## config.mk

```make
export PLATFORM = sky130hd
export DESIGN_NAME = lcd_time_writer
export DESIGN_NICKNAME = d
export VERILOG_FILES = /design/src/rtl/lcd_time_writer.sv
export SDC_FILE = /design/constraint.sdc
export NUM_CORES = 1
export LEC_CHECK = 0
export ABC_AREA = 1
export CAP_MARGIN = 20
export CORE_UTILIZATION = 55
export CTS_CLUSTER_DIAMETER = 100
export CTS_CLUSTER_SIZE = 24
export DETAILED_ROUTE_END_ITERATION = 8
export PLACE_DENSITY = 0.74
export SYNTH_ARGS = -nofsm -noshare
export SYNTH_HDL_FRONTEND = slang
export SYNTH_SLANG_ARGS = --single-unit
```

## constraint.sdc

```tcl
create_clock -name clk -period 2.8 [get_ports clk]
set_input_delay 0.56 -clock clk [delete_from_list [all_inputs] [get_ports clk]]
set_output_delay 0.56 -clock clk [all_outputs]
set_load 0.05 [all_outputs]
```

## src/rtl/lcd_time_writer.sv

```systemverilog
// Refresh sequencer between the elapsed-time formatter and the character-LCD byte driver.
// Each refresh period it snapshots MM:SS and streams one cursor command plus five characters.
module lcd_time_writer #(
   parameter int unsigned REFRESH_TICKS  = 5000000,
   parameter logic [7:0]  CURSOR_ADDR    = 8'h80,
   parameter bit          SKIP_UNCHANGED = 1'b1
) (
   input  logic       clk,
   input  logic       reset_n,
   input  logic       enable,
   input  logic [7:0] time_vec1,
   input  logic [7:0] time_vec2,
   input  logic [7:0] time_vec3,
   input  logic [7:0] time_vec4,
   input  logic [7:0] time_vec5,
   output logic       out_valid,
   input  logic       out_ready,
   output logic [7:0] out_data,
   output logic       out_rs,
   output logic       busy,
   output logic       frame_done
);

   typedef enum logic [2:0] {S_IDLE, S_SNAP, S_CMD, S_CHAR, S_DONE} state_t;

   localparam logic [26:0] LAST_COUNT = 27'(REFRESH_TICKS - 1);

   state_t          r_state;
   state_t          w_next_state;
   logic [26:0]     r_count;
   logic [4:0][7:0] r_snap;
   logic [4:0][7:0] r_last;
   logic [2:0]      r_idx;
   logic            r_first;
   logic [4:0][7:0] w_vec;
   logic            w_tick;
   logic            w_xfer;
   logic            w_same;

   assign w_vec  = {time_vec5, time_vec4, time_vec3, time_vec2, time_vec1};
   assign w_tick = enable && (r_count == LAST_COUNT);
   assign w_xfer = out_valid && out_ready;
   assign w_same = SKIP_UNCHANGED && !r_first && (w_vec == r_last);

   // Counter keeps running while a frame is in flight; ticks seen outside IDLE are simply lost.
   always_ff @(posedge clk) begin
      if (!reset_n || !enable) begin
         r_count <= '0;
      end else if (w_tick) begin
         r_count <= '0;
      end else begin
         r_count <= r_count + 27'd1;
      end
   end

   // NOTE: sequential state uses <= so every flop samples pre-edge values regardless of block order.
   always_ff @(posedge clk) begin
      if (!reset_n) begin
         r_state <= S_IDLE;
      end else begin
         r_state <= w_next_state;
      end
   end

   always_comb begin
      // NOTE: default assignment first so no branch leaves the signal unassigned and infers a latch.
      w_next_state = r_state;
      case (r_state)
         S_IDLE:  if (w_tick) w_next_state = S_SNAP;
         S_SNAP:  w_next_state = w_same ? S_IDLE : S_CMD;
         S_CMD:   if (w_xfer) w_next_state = S_CHAR;
         S_CHAR:  if (w_xfer && (r_idx == 3'd4)) w_next_state = S_DONE;
         S_DONE:  w_next_state = S_IDLE;
         default: w_next_state = S_IDLE;
      endcase
   end

   always_comb begin
      out_valid  = 1'b0;
      out_rs     = 1'b0;
      out_data   = '0;
      busy       = 1'b0;
      frame_done = 1'b0;
      case (r_state)
         S_SNAP: busy = 1'b1;
         S_CMD: begin
            out_valid = 1'b1;
            out_data  = CURSOR_ADDR;
            busy      = 1'b1;
         end
         S_CHAR: begin
            out_valid = 1'b1;
            out_rs    = 1'b1;
            out_data  = r_snap[r_idx];
            busy      = 1'b1;
         end
         S_DONE:  frame_done = 1'b1;
         default: ;
      endcase
   end

   // NOTE: the frame registers are reset too, because the skip compare must never see stale data.
   always_ff @(posedge clk) begin
      if (!reset_n) begin
         r_snap  <= '0;
         r_last  <= '0;
         r_first <= 1'b1;
         r_idx   <= '0;
      end else begin
         case (r_state)
            S_SNAP: r_snap <= w_vec;
            S_CMD:  r_idx  <= '0;
            S_CHAR: if (w_xfer) r_idx <= r_idx + 3'd1;
            S_DONE: begin
               r_last  <= r_snap;
               r_first <= 1'b0;
            end
            default: ;
         endcase
      end
   end

endmodule

```

Yosys cells after proc, flatten, opt, wreduce, memory -nomap -nowiden. Index checks and enable logic that the tools add are counted.

Reductions and logical operators: 15. Equal/unequal tests: 11. Muxes and demuxes: 14. Order comparisons: 1. Add/subtract/negate cells: 2.

Operator list (count): 40-bit == test (1); 27-bit by 1-bit adder with 27-bit output, second input constant (1); 27-bit by 23-bit == test with 1-bit output, second input constant (1); 8-bit binary-select mux with 3-bit select (1); 8-bit one-hot mux with 2 select lines (1); 3-bit two-way mux (4); 3-bit one-hot mux with 4 select lines (1); 8-bit two-way mux (1); 2-bit inequality test, second input constant (4); 3-bit by 2-bit == test with 1-bit output, second input constant (2); 3-bit == test, second input constant (2); 3-bit one-hot mux with 2 select lines (1); 1-bit logical AND (4); 3-bit by 4-bit < comparator with 1-bit output, second input constant (1); 1-bit two-way mux (4); 2-bit OR reduction (2); 3-bit by 1-bit adder with 3-bit output, second input constant (1); 3-bit by 1-bit == test with 1-bit output, second input constant (1); 1-bit logical NOT (3); 3-bit logical NOT (1); 3-bit AND reduction (1); 3-bit OR reduction (1); 2-bit two-way mux (1); 2-bit AND reduction (1); other kinds (2) (2).

Flip-flop bits (word level): 114. Output and inout bits: 12. Input bits: 44. Word-level logic and storage cells: 57.

Longest topological paths before layout.
Depth in word-level cells: 7. Gate-level depth with buffers: 13. Mapped depth without buffers: 13.

Worst setup path after synthesis. OpenSTA, ideal clock, no wires.

Path type: register to output. Start: reg r_state[2]. End: out out_data[0]. Buffers on the path: 0. Data required time: 2.240 ns. Setup slack: 0.039 ns. Stages on the path, launching flop included: 6. Arrival: 2.201 ns. Cell sequence: dfxtp_1 -> inv_2 -> nand2_1 -> nor2_1 -> inv_2 -> a21oi_1.

Longest elaborated chain between the ends: 2. Elaborated cells on any way between the ends: 3. Those cells by class: 2 x eq/ne; 1 x mux.

RTL lines: start: declaration (RTL line 28) `state_t r_state;`; start signal: assignment (RTL line 61) `r_state <= w_next_state;`; 3-bit by 2-bit == test with 1-bit output (RTL line 84) `case (r_state)`; 8-bit one-hot mux with 2 select lines (*) (RTL line 84); end: declaration (RTL line 18) `output logic [7:0] out_data,`.

Every way passes the cells marked *; elsewhere a longest branch is shown, timed or not.

Final worst setup path.
Start: reg r_state[2]. End: out out_rs.

Longest elaborated chain between the ends: 2.

RTL lines: 3-bit by 2-bit == test with 1-bit output (RTL line 84); 1-bit two-way mux (RTL line 84); end: declaration (RTL line 19) `output logic out_rs,`.

Every way passes these cells.

==> results.toml <==
[status]
status = "finished clean"

[cts]
htree_levels = 4
clkSinkCount = 114
root_buffer = "clkbuf_8"
ctsHoldBuffers = 0
max-clock-path-buffers = 2
clkTransAtPathRegs_ps = 60
insertion_delay_ps = 510
numCtsBuffers = 17
cts_tree = "yes"

[placed_design]
dpl.cell_count = 962
dp_hpwl_microns = 9500
io_buffer_count = 55
gp_congestion = 0.851

[critical_path]
crit_required_ps = 2240
worst_setup_path_end_kind = "output pin"
startpoint_type = "flip-flop"
crit_type = "flip-flop to output pin"
ff2ff_setup_slack_ps = 940
worstPathArrival_ps = 2120
worstPathMaxFanout = 4

[timing]
rsz0062_at_grt = "no"
hold_violations = 0
setup_viol = 0
skew_ps = 6.90
timing.fmax_ghz = 0.374
min_period_ps = 2680
worst_pin_slew_ps = 948
slew_headroom_pct = 36.7
slew_viol_final = 0
hold_slack_ps = 426
fin_tns_setup_ps = 0
period_share_pct = 95.6

[drt]
avgViaCountPerCell = 5.34
vias = 5309
wire_per_inst_microns = 13.8
drc = 0
drtPass1Iterations = 5
postRouteAntennaNets = 0
drt-initial-drc-count = 267
routed_wl_microns = 13700

[die]
pin_count = 56
initial_core_util_pct = 56.5
fp.dieW_microns = 102
die-height_microns = 102
rows = 36
core_sq_um = 9730
die_area_sq_um = 10400

[yosys]
avgSynthCellArea_sq_um = 6.84
async_flop_share_pct = 0
synth.cell_area_sq_um = 5490
synth.distinct_cells = 40
synth_edf_count = 0
ys_seq_elements = 114
yosysWarnings = 0
yosysSeqAreaShare_pct = 41.5
ys.flop_type = "dfxtp_1"
syn_inst = 803
synthesis.nets = 850

[global_routing]
grt_pass1_wl_microns = 22100
antenna_found_initial = 0
overflow = 0
grt_max_degree = 63
grt_pass1_vias = 4800
track_usage_pct = 27.5

[final_layout]
drive_gt1_share_pct = 9.18
syn2layout_area_growth_pct = 23.7
nNetsFinal = 895
nFillCells = 845
diodes = 0
stdcell_count = 994

[power]
p_per_area_nw_per_um2 = 683
leakagePower_nw = 2.74
vdd_ir_drop_max_mv = 0.353
pwr-share-comb_pct = 12.5
intPower_mw = 3.43
power_frac_seq_pct = 40.3
p_sw_mw = 1.21
clkPwrFrac_pct = 47.2
p_sw_share_pct = 26.1

[worst_hold_path]
timing.hold.worst.class = "input pin to flip-flop"

[job]
cap_violations = 0
[registers in the layout, summed over array words and instances, names as in the netlist]
name,flops
r_count,27
r_first,1
r_idx,3
r_last,40
r_snap,40
r_state,3
[path summary, 6_finish.rpt]
kind / start / end / cells past startpoint
worst max-delay path: r_state[2] / out_rs / 4
worst min-delay path: reset_n / r_first / 2
worst max register to register: r_count[0] / r_count[12] / 8
worst min register to register: r_first / r_first / 2
[cells in the mapped netlist, drive strengths merged (4+ instances only)]
| cell type | number | share of area, % |
|---|---|---|
| xor2 | 9 | 1.4 |
| nor2 | 94 | 7.2 |
| xnor2 | 4 | 0.64 |
| dfxtp | 114 | 42 |
| clkbuf | 28 | 1.9 |
| o21ai | 104 | 9.5 |
| buf | 5 | 0.55 |
| inv | 107 | 7.3 |
| a21oi | 109 | 9.9 |
| nand4 | 9 | 1.1 |
| nand2 | 157 | 11 |
| nand3 | 19 | 2.1 |
| nor3 | 17 | 1.7 |
| nor3b | 4 | 0.82 |
| or2 | 8 | 0.91 |
[routing by layer]
metal	vias to the layer above	GRT usage [%]	part of all wire, %
met5	-	0	0
met4	0	11.9	1.9
met3	28	5.27	5.6
met2	164	43.5	47
met1	2435	36.7	46
li1	2682	-	-
[power by group through the flow]
stage | Clock [mW] | Combinational [mW] | Sequential, mW
finish | 2.19 | 0.582 | 1.87
global route | 2.29 | 0.648 | 1.88
CTS | 2.21 | 0.574 | 1.87
detailed placement | 0 | 0.572 | 1.90
global placement | 0 | 0.554 | 1.89
floorplan | 0 | 0.375 | 1.86
[cells in the final DEF (no fill, tap or decap), types with 4 or more instances in the layout]
cell	netlist	final
nor3_1	15	15
nor2_2	4	6
buf_4	3	5
or2_2	5	5
clkinv_2	0	6
nand4_1	8	8
clkdlybuf4s50_1	0	44
buf_12	0	8
nand3_1	16	16
xor2_1	9	9
a21oi_1	109	108
inv_1	103	103
nand2_1	154	154
nor2_1	87	85
clkbuf_16	0	16
xnor2_1	4	4
o21ai_0	102	102
bufinv_16	0	4
dfxtp_1	114	113
inv_2	4	4
[metrics by stage]
step	instance area (sq um)	power (mW)	utilization, %	worst slack [ps]
after CTS	6780	4.65	69.7	40.7
after floorplan	5490	2.24	-	39.1
after detailed placement	6180	2.47	63.6	441
after global placement	6180	2.45	63.6	514
final	6800	4.64	69.9	124
after global routing	6800	4.82	69.9	35.0
[logic make-up after synthesis]
logic type	Yosys count	share of synthesized area (%)
fa+ha+maj	3	0.683
buf+inv	142	9.91
simple gates	311	25.4
flops	114	41.5
xor+xnor	13	2.07
compound gates	220	20.4
[final cells by class]
| cell class | count | area, sq um | share of cell area, % |
|---|---|---|---|
| Multi-Input combinational cell | 547 | 2680 | 39.5 |
| Sequential cell | 114 | 2280 | 33.6 |
| Timing Repair Buffer | 59 | 652 | 9.59 |
| Clock buffer | 21 | 439 | 6.46 |
| Inverter | 109 | 414 | 6.09 |
| Tap cell | 133 | 166 | 2.45 |
| Clock inverter | 11 | 160 | 2.36 |
[critical path: stages, from the launching register on]
cell             delay [ps]
dfxtp_1                 340
inv_2                    70
nand2_1                  70
nor2_1                  240
clkdlybuf4s50_1         880
[what timing repair did]
item / 4_1_cts / 5_1_grt
setup endpoints to repair: 8 / 7
setup buffers: 0 / 0
gates resized for setup: 2 / 4
gates cloned: 0 / 0
Note: power is estimated with default switching activity, not from simulation.
==> RTL edit (same flow settings) <==
Encoding of `state_t`: now one-hot (5 bits for 5 states).
--- a/src/rtl/lcd_time_writer.sv
+++ b/src/rtl/lcd_time_writer.sv
@@ -22,5 +22,5 @@
 );
 
-   typedef enum logic [2:0] {S_IDLE, S_SNAP, S_CMD, S_CHAR, S_DONE} state_t;
+   typedef enum logic [4:0] {S_IDLE = 5'b00001, S_SNAP = 5'b00010, S_CMD = 5'b00100, S_CHAR = 5'b01000, S_DONE = 5'b10000} state_t;
 
    localparam logic [26:0] LAST_COUNT = 27'(REFRESH_TICKS - 1);
Formal check against the unedited RTL: no difference found for any inputs over 10 cycles, from zero or initial values and one cycle with reset_n low; not proved beyond that.
==> RTL edit against the original RTL <==
Cell area is 2.5% higher; first-iteration DRC count is 22% higher; die area is 3.2% higher; setup slack better by 0.016 ns; hold slack better by 0.037 ns; cell count is 3.4% higher; sequential cell count is 2 higher; area after synthesis is 3.3% higher; wire length is 6.9% higher; critical path type unchanged; critical endpoint is now out_data[7].
Power is not compared: it rests on default switching activity, and its combinational part moved more than twofold at a synthesized area within 25%.
==> RTL edit: results <==
export IMPL_synthTopCellsByArea="dfxtp_1 41%, nand2_1 12%, a21oi_1 9.9%"
export IMPL_hold_class="flop to flop"
export IMPL_drt_iter0_markers=326
export IMPL_wl_per_cell_um=14.3
export IMPL_clkbuf_count=24
export IMPL_synthAdderAreaFrac=0.00661
export IMPL_synth_compound_area_frac=0.189
export IMPL_seq_share=0.333
export IMPL_clk_share=0.0775
export IMPL_drive_above_1_share=0.0849
export IMPL_grt_max_degree=80
export IMPL_grt_use_total=0.284
export IMPL_syn_area_per_cell_um2=6.81
export IMPL_grt_pass1_vias=5162
export IMPL_synthTopCellsByCount="185 x nand2_1, 116 x dfxtp_1, 116 x inv_1, 112 x a21oi_1, 98 x o21ai_0"
export IMPL_multi_input_comb_cells=564
export IMPL_seq_area_frac_synth=0.409
export IMPL_inverters=121
export IMPL_hold_depth=1
export IMPL_r2r_end="r_count[2]$_SDFF_PP0_"
export IMPL_synth_xor_xnor_area_share=0.0309
export IMPL_cp_data_arrival_time_ns=2.10
export IMPL_r2r_cells=6
export IMPL_place_gp_congestion=0.917
export IMPL_vias=5510
export IMPL_crit_end="out_data[7]"
export IMPL_multi_input_area_share=0.395
export IMPL_area_growth_pct=22.8
export IMPL_crit_start="r_idx[0]$_SDFFE_PN0P_"
export IMPL_syn_nets=880
export IMPL_synth_top_cell_area_share=0.409
export IMPL_outcome="finished, final reports clean"
export IMPL_min_from="r_count[0]$_SDFF_PP0_"
export IMPL_grt_pass1_wl_um=24200
## RTL edit: changes by cell type in the layout (fill, tap and decap cells not counted), sizes merged, moves of 4 or more
| cell | delta |
|---|---|
| nand3 | +9 |
| o21ai | -4 |
| nor2 | -20 |
| nand4 | +4 |
| nand2 | +33 |
| inv | +11 |
| buf | +8 |
| or2 | -6 |
| xnor2 | +8 |
| nor3 | -5 |
## RTL edit: routing by layer
layer / routed length (µm) / vias to the layer above / track usage
li1: - / 2776 / -
met4: 293 / 0 / 0.109
met5: 0 / - / 0
met2: 6990 / 184 / 0.457
met3: 897 / 26 / 0.0761
met1: 6500 / 2524 / 0.362
## RTL edit: worst max-delay path, cell delays in order, from the launching register on
cell and delay [ns]:
dfxtp_1 0.40, clkinvlp_4 0.26, a21oi_1 0.21, o21ai_0 0.11
nand2_1 0.07, a22oi_1 0.06, o21ai_1 0.27, buf_12 0.18
## RTL edit: repair_timing
action	in CTS	in global routing
gates resized for setup	2	5
endpoints found under the setup margin	2	8
buffers inserted	0	2
